File: src/rtl/rv_inst_aligner.sv
// rv_inst_aligner: buffers fetch words as halfwords and emits aligned RV32IC instructions with size and PC.
module rv_inst_aligner #(
  parameter int          FETCH_W  = 32,
  parameter int          DEPTH_HW = 8,
  parameter logic [31:0] RESET_PC = 32'h8000_0000
) (
  input  logic               clk,
  input  logic               rst_n,
  input  logic               flush,
  input  logic [31:0]        flush_pc,
  input  logic               fetch_valid,
  output logic               fetch_ready,
  input  logic [FETCH_W-1:0] fetch_data,
  output logic               out_valid,
  input  logic               out_ready,
  output logic [31:0]        out_instr,
  output logic               out_is_c,
  output logic [31:0]        out_pc
);
  localparam int NHW = FETCH_W / 16;
  localparam int AW  = $clog2(DEPTH_HW);
  localparam int CW  = AW + 1;
  localparam int DW  = (NHW > 1) ? $clog2(NHW) : 1;

  logic [15:0]   mem [DEPTH_HW];
  logic [AW-1:0] rd, wr;
  logic [CW-1:0] cnt, push_n, pop_n;
  logic [31:0]   pc;
  logic [DW-1:0] drop;
  logic [15:0]   h0, h1;
  logic          is32, push, pop;

  // Halfwords of the first fetch word that precede the target PC are skipped.
  function automatic logic [DW-1:0] drop_of(input logic [31:0] p);
    return (NHW > 1) ? p[DW:1] : '0;
  endfunction

  always_comb begin
    h0          = mem[rd];
    h1          = mem[rd + AW'(1)];
    is32        = h0[1:0] == 2'b11;
    out_instr   = is32 ? {h1, h0} : {16'h0, h0};
    out_is_c    = ~is32;
    out_pc      = pc;
    out_valid   = rst_n & ~flush & (cnt >= (is32 ? CW'(2) : CW'(1)));
    fetch_ready = rst_n & ~flush & (cnt <= CW'(DEPTH_HW - NHW));
    push        = fetch_valid & fetch_ready;
    pop         = out_valid & out_ready;
    push_n      = push ? CW'(NHW) - CW'(drop) : '0;
    pop_n       = pop ? (is32 ? CW'(2) : CW'(1)) : '0;
  end

  always_ff @(posedge clk) begin
    if (!rst_n) begin
      for (int i = 0; i < DEPTH_HW; i++) mem[i] <= '0;
      rd   <= '0;
      wr   <= '0;
      cnt  <= '0;
      pc   <= RESET_PC;
      drop <= drop_of(RESET_PC);
    end else if (flush) begin
      rd   <= '0;
      wr   <= '0;
      cnt  <= '0;
      pc   <= flush_pc;
      drop <= drop_of(flush_pc);
    end else begin
      if (push) begin
        for (int i = 0; i < NHW; i++)
          if (i >= int'(drop)) mem[wr + AW'(i - int'(drop))] <= fetch_data[16*i +: 16];
        wr   <= wr + push_n[AW-1:0];
        drop <= '0;
      end
      if (pop) begin
        rd <= rd + pop_n[AW-1:0];
        pc <= pc + (is32 ? 32'd4 : 32'd2);
      end
      cnt <= cnt + push_n - pop_n;
    end
  end
endmodule

File: config.mk
export PLATFORM = sky130hd
export DESIGN_NAME = rv_inst_aligner
export DESIGN_NICKNAME = d
export VERILOG_FILES = /design/src/rtl/rv_inst_aligner.sv
export SDC_FILE = /design/constraint.sdc
export NUM_CORES = 1
export LEC_CHECK = 0
export CORE_AREA = 5 5 157 159
export CTS_BUF_LIST = sky130_fd_sc_hd__clkbuf_4
export DETAILED_ROUTE_END_ITERATION = 16
export DIE_AREA = 0 0 162 164
export PLACE_DENSITY = 0.78
export SLEW_MARGIN = 20
export SYNTH_ARGS = -nofsm -noshare
export SYNTH_HDL_FRONTEND = slang
export SYNTH_SLANG_ARGS = --single-unit
File: constraint.sdc
create_clock -name clk -period 6.5 [get_ports clk]
set_clock_uncertainty 0.2 [all_clocks]
set_input_delay 1.3 -clock clk [delete_from_list [all_inputs] [get_ports clk]]
set_output_delay 1.3 -clock clk [all_outputs]
set_load 0.05 [all_outputs]
# Word-level counts from Yosys, hierarchy flattened
# Memories as Yosys holds them, arrays and structs flattened. A register that Yosys moved wholly into a read port is not among the register bits.
# Cells that the tools add are included.
totals:
  mem_count: 1
  reg_bits: 43
  in_bits: 69
  ramBits: 128
  elab_cells: 61
memory_table:
  columns: ["memory", "words", "width", "rd", "rd_clocked_by_memory_dff", "wr", "line", "text"]
  rows:
  - ["mem", 8, 16, 2, 1, 8, "25", "logic [15:0] mem [DEPTH_HW];"]
op_classes:
  magnitude_cmp: 3
  bitwise: 8
  reduce_logical: 5
  muxes: 27
  n_addsub: 11
  eq_ne: 1
ops:
  columns: ["operator", "count"]
  rows:
  - ["two-way mux 32 bit", 3]
  - ["adder 32 x 3 -> 32 bit", 1]
  - ["two-way mux 16 bit", 2]
  - ["OR reduction 16 bit", 2]
  - ["two-way mux 3 bit", 5]
  - ["two-way mux 1 bit", 14]
  - ["adder 3 bit", 3]
  - ["bitwise AND 1 bit", 5]
  - ["adder 4 bit", 1]
  - ["greater-or-equal comparator 4 bit", 1]
  - ["less-or-equal comparator 4 x 3 -> 1 bit (second input constant)", 1]
  - ["two-way mux 2 bit", 2]
  - ["two-way mux 4 bit", 1]
  - ["nonzero test 2 bit", 2]
  - ["subtractor 1 x 1 -> 2 bit (first input constant)", 2]
  - ["subtractor 4 x 2 -> 4 bit", 1]
  - ["adder 3 x 1 -> 3 bit (second input constant)", 1]
  - ["adder 3 x 2 -> 3 bit", 1]
  - ["inverter 1 bit", 3]
  - ["subtractor 2 x 1 -> 3 bit (first input constant)", 1]
  - ["== test 2 bit (second input constant)", 1]
  - ["OR reduction 2 bit", 1]
  - ["greater-or-equal comparator 1 bit (first input constant)", 1]

# Depth between registers and ports, before layout
# Gate-level depths: netlist (run 1).
depth:
  word_depth: 10
  ltp_mapped: 19
  depth_no_buf: 16

# Least setup slack after synthesis (run 1)
# OpenSTA, ideal clock, no wires.
synth_timing:
  kind: "register to register"
  from: "register (tool-made name)"
  to: "register cnt[3]"
  path_stages_with_launch: 20
  period_less_slack_ns: 5.212
  setup_ns: 0.128
  arrival_ns: 4.885
  slack_ns: 1.288
  path_cell_list: "dfxtp_1 -> clkbuf_1 -> mux4_2 -> nand2_1 -> nor2_1 -> a31oi_1 -> clkbuf_1 -> ha_1 -> nor2b_1 -> o211ai_1 -> clkbuf_1 -> nand2_1 -> nor3_1 -> fa_1 -> inv_1 -> ha_1 -> a21o_1 -> a21oi_1 -> xnor2_1 -> nor2_1"
synth_rtl:
  columns: ["element", "line", "text"]
  rows:
  - ["end signal: assignment", "78", "cnt <= cnt + push_n - pop_n;"]
  - ["end: declaration", "27", "logic [CW-1:0] cnt, push_n, pop_n;"]

==> impl_metrics.env, run 1 <==
export IMPL_outcome="finished, final reports clean"
export IMPL_area_growth_synth_to_final_pct=17.0
export IMPL_place_area_sq_mm=0.0116
export IMPL_antenna_found_initial=1
export IMPL_drt_pass1_iterations=5
export IMPL_timing_hold_worst_path_depth=2
export IMPL_synth_ff_type="edfxtp_1"
export IMPL_syn_cell_area_sq_mm=0.0102
export IMPL_synth_largest_area_cell="edfxtp_1"
export IMPL_gp_congestion=0.851
export IMPL_synth_edf_count=128
export IMPL_timing_critical_path_required_ns=5.00
export IMPL_synth_top_cell_area_share=0.377
export IMPL_ys_types=55
export IMPL_synth_compound_gate_area_share=0.166
export IMPL_clockRootBuffer="clkbuf_4"
export IMPL_yosysSeqAreaShare=0.467
export IMPL_worstReg2RegEnd="cnt[3]"
export IMPL_cap_violations=0
export IMPL_min_period_over_period=0.843
export IMPL_fin_total_pwr_mw=2.37
export IMPL_buffer_levels_on_the_longest_clock_path=2
export IMPL_cts_htree_levels=4
export IMPL_layoutNonFillerInstCount=1202
export IMPL_placement_io_buffers=135
export IMPL_cts_hold_buf=0
export IMPL_synth_adder_area_share=0.0326
export IMPL_crit_arrival_ns=3.98
export IMPL_synth_mux_area_fraction=0.165
export IMPL_dp_slack_ns=1.31
export IMPL_floorplan_die_area_sq_mm=0.0266
export IMPL_first_global_vias=7732
export IMPL_layout_setup_ws_ns=1.02
export IMPL_wire_length_of_the_first_global_routing_pass_microns=44400
export IMPL_initial_core_util=0.441
export IMPL_route_detailed_vias_per_inst=6.39
export IMPL_leakagePower_nw=4.09
export IMPL_unrepaired_setup_endpoints_after_global_routing="no"
export IMPL_power_density_mw_per_mm2=198
export IMPL_detail_route_wirelength_microns=28600
export IMPL_yosys_top_cells_area="edfxtp_1 (38%), mux4_2 (14%), a22o_1 (11%), dfxtp_1 (9.0%), nand2_1 (2.4%)"
export IMPL_hold_viol=0
export IMPL_tightest_slew_ns=1.03
export IMPL_clock_fmax_mhz=182
export IMPL_timing_critical_path_from_type="flop"
export IMPL_drive_above_1_share=0.168
export IMPL_routed_via_count=7683
export IMPL_ys_ff_latch=174
export IMPL_ctsResizeCount=0
export IMPL_placeableCoreArea_sq_mm=0.0231
export IMPL_worst_ir_drop_vdd_mv=0.114
export IMPL_holdPathEnd="out_pc[0]"
export IMPL_post_route_drc_count=0
export IMPL_worstSetupPathType="reg -> out"
export IMPL_utilization=0.516
export IMPL_final_net_count=990
export IMPL_grt_total_usage=0.217
export IMPL_grt_overflow=0
export IMPL_grt_max_degree=42
export IMPL_post_synth_inst_count=821
export IMPL_regToRegSetupSlack_ns=1.54
export IMPL_syn_area_per_cell_sq_um=12.4
export IMPL_rr_worst_depth=17
export IMPL_cp_max_fo=16
export IMPL_report_final_setup_viol=0
export IMPL_min_from="out_pc[0]"
export IMPL_slew_limit_headroom=0.306
export IMPL_final_max_slew_viol_count=0
export IMPL_cts_made_buffers=17
export IMPL_boundaryPins=136
export IMPL_post_place_cells=1169
export IMPL_crit_path_end_kind="output pin"
export IMPL_dpl_hpwl_microns=20700
export IMPL_post_cts_setup_buffer_count=0
export IMPL_wl_per_cell_microns=23.8
export IMPL_clk_latency_ns=0.60
export IMPL_die_w_microns=162
export IMPL_dominant_combinational_cell_family_by_area_after_synthesis="compound AO/OA/AOI/OAI gates"
export IMPL_final_period_minus_worst_setup_slack_ns=5.48
export IMPL_synth_simple_area_share=0.102
export IMPL_tritoncts_clock_tree="yes"
export IMPL_die_height_microns=164
export IMPL_floorplan_rows=56
export IMPL_fin_hold_ws_ns=0.329
export IMPL_route_antenna_remaining_nets=0
export IMPL_clkTransAtPathRegs_ns=0.15
export IMPL_async_flop_share=0
export IMPL_clock_sinks=174
export IMPL_synthesized_nets=913
export IMPL_synth_warnings=0
export IMPL_timing_setup_tns_ns=0
export IMPL_number_of_drc_markers_after_the_initial_detailed_route_iteration=978
export IMPL_final_area_sq_mm=0.0119
export IMPL_post_synth_xor_area_fraction=0.0189
export IMPL_hold_class="reg -> reg"
export IMPL_post_synth_most_frequent_cells="a22o_1 (128), edfxtp_1 (128), nand2_1 (66), mux4_2 (64), dfxtp_1 (46)"
[how the worst max path moves through the flow]
stage	slack [ns]	cells past startpoint	startpoint	to
after floorplan	1.29	19	flop	cnt[3]
after global placement	1.46	5	rst_n	fetch_ready
after detailed placement	1.31	6	rst_n	mem[7][7]
after CTS	0.95	9	flop	out_valid
after global routing	0.76	9	flop	out_valid
final	1.02	9	flop	out_valid
[placed cells by master, fill, tap and decap left out, types with 3 or more instances in the layout]
master,instances
a21oi_1,39
clkinvlp_4,3
a21o_1,3
clkbuf_4,17
nand2b_4,3
mux2_2,18
a22oi_1,3
and3_1,10
nand3_1,14
nor2_1,17
a22o_1,128
mux4_2,64
nor3_4,6
xor2_1,15
or3_1,15
o211ai_1,6
o21ai_0,21
and4_1,3
inv_6,4
mux2i_1,4
inv_8,3
nor4_2,3
ha_1,16
inv_1,23
edfxtp_1,128
buf_4,14
nor2_2,4
fa_1,6
dfxtp_1,45
a31oi_1,10
nand2_1,66
clkdlybuf4s50_1,135
nand4_1,15
nor3_1,6
xnor2_1,7
[where the power goes]
part	switching (mW)	internal, mW	total, mW
clock network	0.423	0.241	0.665
logic	0.255	0.161	0.416
registers	0.0434	1.24	1.29
total	0.722	1.65	2.37
[worst max-delay path: stages, from the launching register on]
cell and delay, ns:
dfxtp_2 0.73, mux4_2 0.60, nand2_1 0.09, nor2_1 0.05
a31oi_2 0.48, ha_1 0.33, nor2b_1 0.11, o211ai_1 0.12
and2_1 0.17, clkdlybuf4s50_1 0.69
[registers in the layout (all words and copies together), names as in the netlist, named ones only]
name / flops
drop: 1
rd: 3
out_pc: 32
cnt: 4
wr: 3
mem: 128
[routing by layer]
layer / GRT usage / wire length, microns / vias to the layer above
li1: - / - / 3381
met5: 0 / 0 / -
met3: 0.0660 / 3400 / 46
met2: 0.342 / 13200 / 473
met4: 0.0592 / 487 / 0
met1: 0.295 / 11500 / 3783
[area by class of cell]
cell class | count | area (sq um)
clock inverters | 15 | 176
fillers | 1938 | 11200
inverters | 24 | 90.1
multi-input cells | 532 | 4960
flip-flops and latches | 174 | 4770
well taps | 290 | 363
repair buffers | 149 | 1460
clock buffers | 17 | 128
diodes | 1 | 2.50
[cells by family after synthesis]
logic type                 count (synthesis)
AOI/OAI and AO/OA                        222
xor gates and xnor gates                  22
adders and majority gates                 23
buffers and inverters                    115
DFF                                      174
muxes                                     86
and+or+nand+nor                          179
(Power assumes the default switching activity.)
==> run 2, diff against run 1 <==
==> constraint.sdc (replaced) <==
create_clock -name clk -period 5.25 [get_ports clk]
set_clock_uncertainty 0.2 [all_clocks]
set_input_delay 1.05 -clock clk [delete_from_list [all_inputs] [get_ports clk]]
set_output_delay 1.05 -clock clk [all_outputs]
set_load 0.05 [all_outputs]
==> impl_metrics.env, run 2 (synthesis results as in run 1) <==
export IMPL_report_final_setup_viol=0
export IMPL_timing_setup_tns_ns=0
export IMPL_clock_fmax_mhz=202
export IMPL_post_cts_setup_buffer_count=0
export IMPL_clk_latency_ns=0.58
export IMPL_leakagePower_nw=4.22
export IMPL_ctsResizeCount=0
export IMPL_cp_max_fo=19
export IMPL_clock_sinks=174
export IMPL_number_of_drc_markers_after_the_initial_detailed_route_iteration=938
export IMPL_drive_above_1_share=0.204
export IMPL_routed_via_count=7923
export IMPL_boundaryPins=136
export IMPL_first_global_vias=8059
export IMPL_die_height_microns=164
export IMPL_cts_htree_levels=4
export IMPL_route_antenna_remaining_nets=0
export IMPL_min_period_over_period=0.944
export IMPL_worst_ir_drop_vdd_mv=0.131
export IMPL_clockRootBuffer="clkbuf_4"
export IMPL_tritoncts_clock_tree="yes"
export IMPL_floorplan_rows=56
export IMPL_grt_max_degree=42
export IMPL_hold_class="reg -> reg"
export IMPL_fin_total_pwr_mw=2.83
export IMPL_dpl_hpwl_microns=19800
export IMPL_area_growth_synth_to_final_pct=17.7
export IMPL_antenna_found_initial=1
export IMPL_top_register="mem"
export IMPL_cap_violations=0
export IMPL_largest_reg_flops=128
export IMPL_tightest_slew_ns=0.897
export IMPL_timing_critical_path_from_type="flop"
export IMPL_final_area_sq_mm=0.0120
export IMPL_mostFrequentLayoutCells="a22o_1 (128), edfxtp_1 (128), clkdlybuf4s50_1 (118)"
export IMPL_buffer_levels_on_the_longest_clock_path=2
export IMPL_place_area_sq_mm=0.0118
export IMPL_wl_per_cell_microns=24.4
export IMPL_outcome="finished, final reports clean"
export IMPL_gp_congestion=0.853
export IMPL_layoutNonFillerInstCount=1222
export IMPL_crit_path_end_kind="output pin"
export IMPL_post_place_cells=1190
export IMPL_grt_overflow=0
export IMPL_unrepaired_setup_endpoints_after_global_routing="no"
export IMPL_floorplan_die_area_sq_mm=0.0266
export IMPL_cts_made_buffers=17
export IMPL_worstSetupPathType="reg -> out"
export IMPL_cts_hold_buf=0
export IMPL_final_net_count=1011
export IMPL_detail_route_wirelength_microns=29800
export IMPL_clkTransAtPathRegs_ns=0.14
export IMPL_placeableCoreArea_sq_mm=0.0231
export IMPL_hold_viol=0
export IMPL_grt_total_usage=0.223
export IMPL_post_route_drc_count=0
export IMPL_final_period_minus_worst_setup_slack_ns=4.96
export IMPL_placement_io_buffers=135
export IMPL_slew_limit_headroom=0.402
export IMPL_route_detailed_vias_per_inst=6.48
export IMPL_drt_pass1_iterations=6
export IMPL_wire_length_of_the_first_global_routing_pass_microns=45800
export IMPL_timing_critical_path_required_ns=4.00
export IMPL_initial_core_util=0.441
export IMPL_crit_arrival_ns=3.71
export IMPL_final_max_slew_viol_count=0
export IMPL_die_w_microns=162
export IMPL_power_density_mw_per_mm2=236
run 2: area by class of cell:
| cell class | instances | area, sq um |
|---|---|---|
| timing repair buffer | 170 | 1580 |
| inverter | 24 | 90.1 |
| clock inverter | 13 | 116 |
| clock buffer | 18 | 135 |
| fill | 1949 | 11100 |
| tap | 290 | 363 |
| sequential | 174 | 4770 |
| antenna | 1 | 2.50 |
| multi-input combinational | 532 | 4950 |
run 2: worst paths after layout:
check	depth (start not counted)	startpoint	slack [ns]	to
setup / recovery	6	flop	0.29	out_is_c
hold / removal	2	out_pc[0]	0.33	out_pc[0]
hold reg to reg	2	out_pc[0]	0.33	out_pc[0]
setup reg to reg	17	flop	0.67	cnt[2]
run 2: worst max-delay path, cell delays in order, from the launching register on:
cell             delay (ns)
dfxtp_1                0.85
mux4_2                 0.44
nand2_1                0.09
nor2_1                 0.04
a31oi_2                0.43
buf_4                  0.40
clkdlybuf4s50_1        0.87
run 2: where the power goes:
group	switching, mW	total (mW)	internal, mW
sequential	0.0516	1.59	1.54
clock	0.485	0.725	0.240
combinational	0.311	0.517	0.205
run 2: routing by layer:
metal | vias up | part of all wire | global-route usage
met5 | - | 0 | 0
met4 | 0 | 0.032 | 0.0827
met3 | 95 | 0.11 | 0.0577
met2 | 510 | 0.47 | 0.359
met1 | 3898 | 0.38 | 0.294
li1 | 3420 | - | -
run 2: through the flow:
stage	utilization	hold WS, ns	setup slack, ns
after global placement	0.508	0.292	0.753
after CTS	0.519	0.336	0.161
final	0.519	0.334	0.293
after global routing	0.519	0.365	0.0718
after floorplan	-	0.291	0.0377
after detailed placement	0.508	0.299	0.604
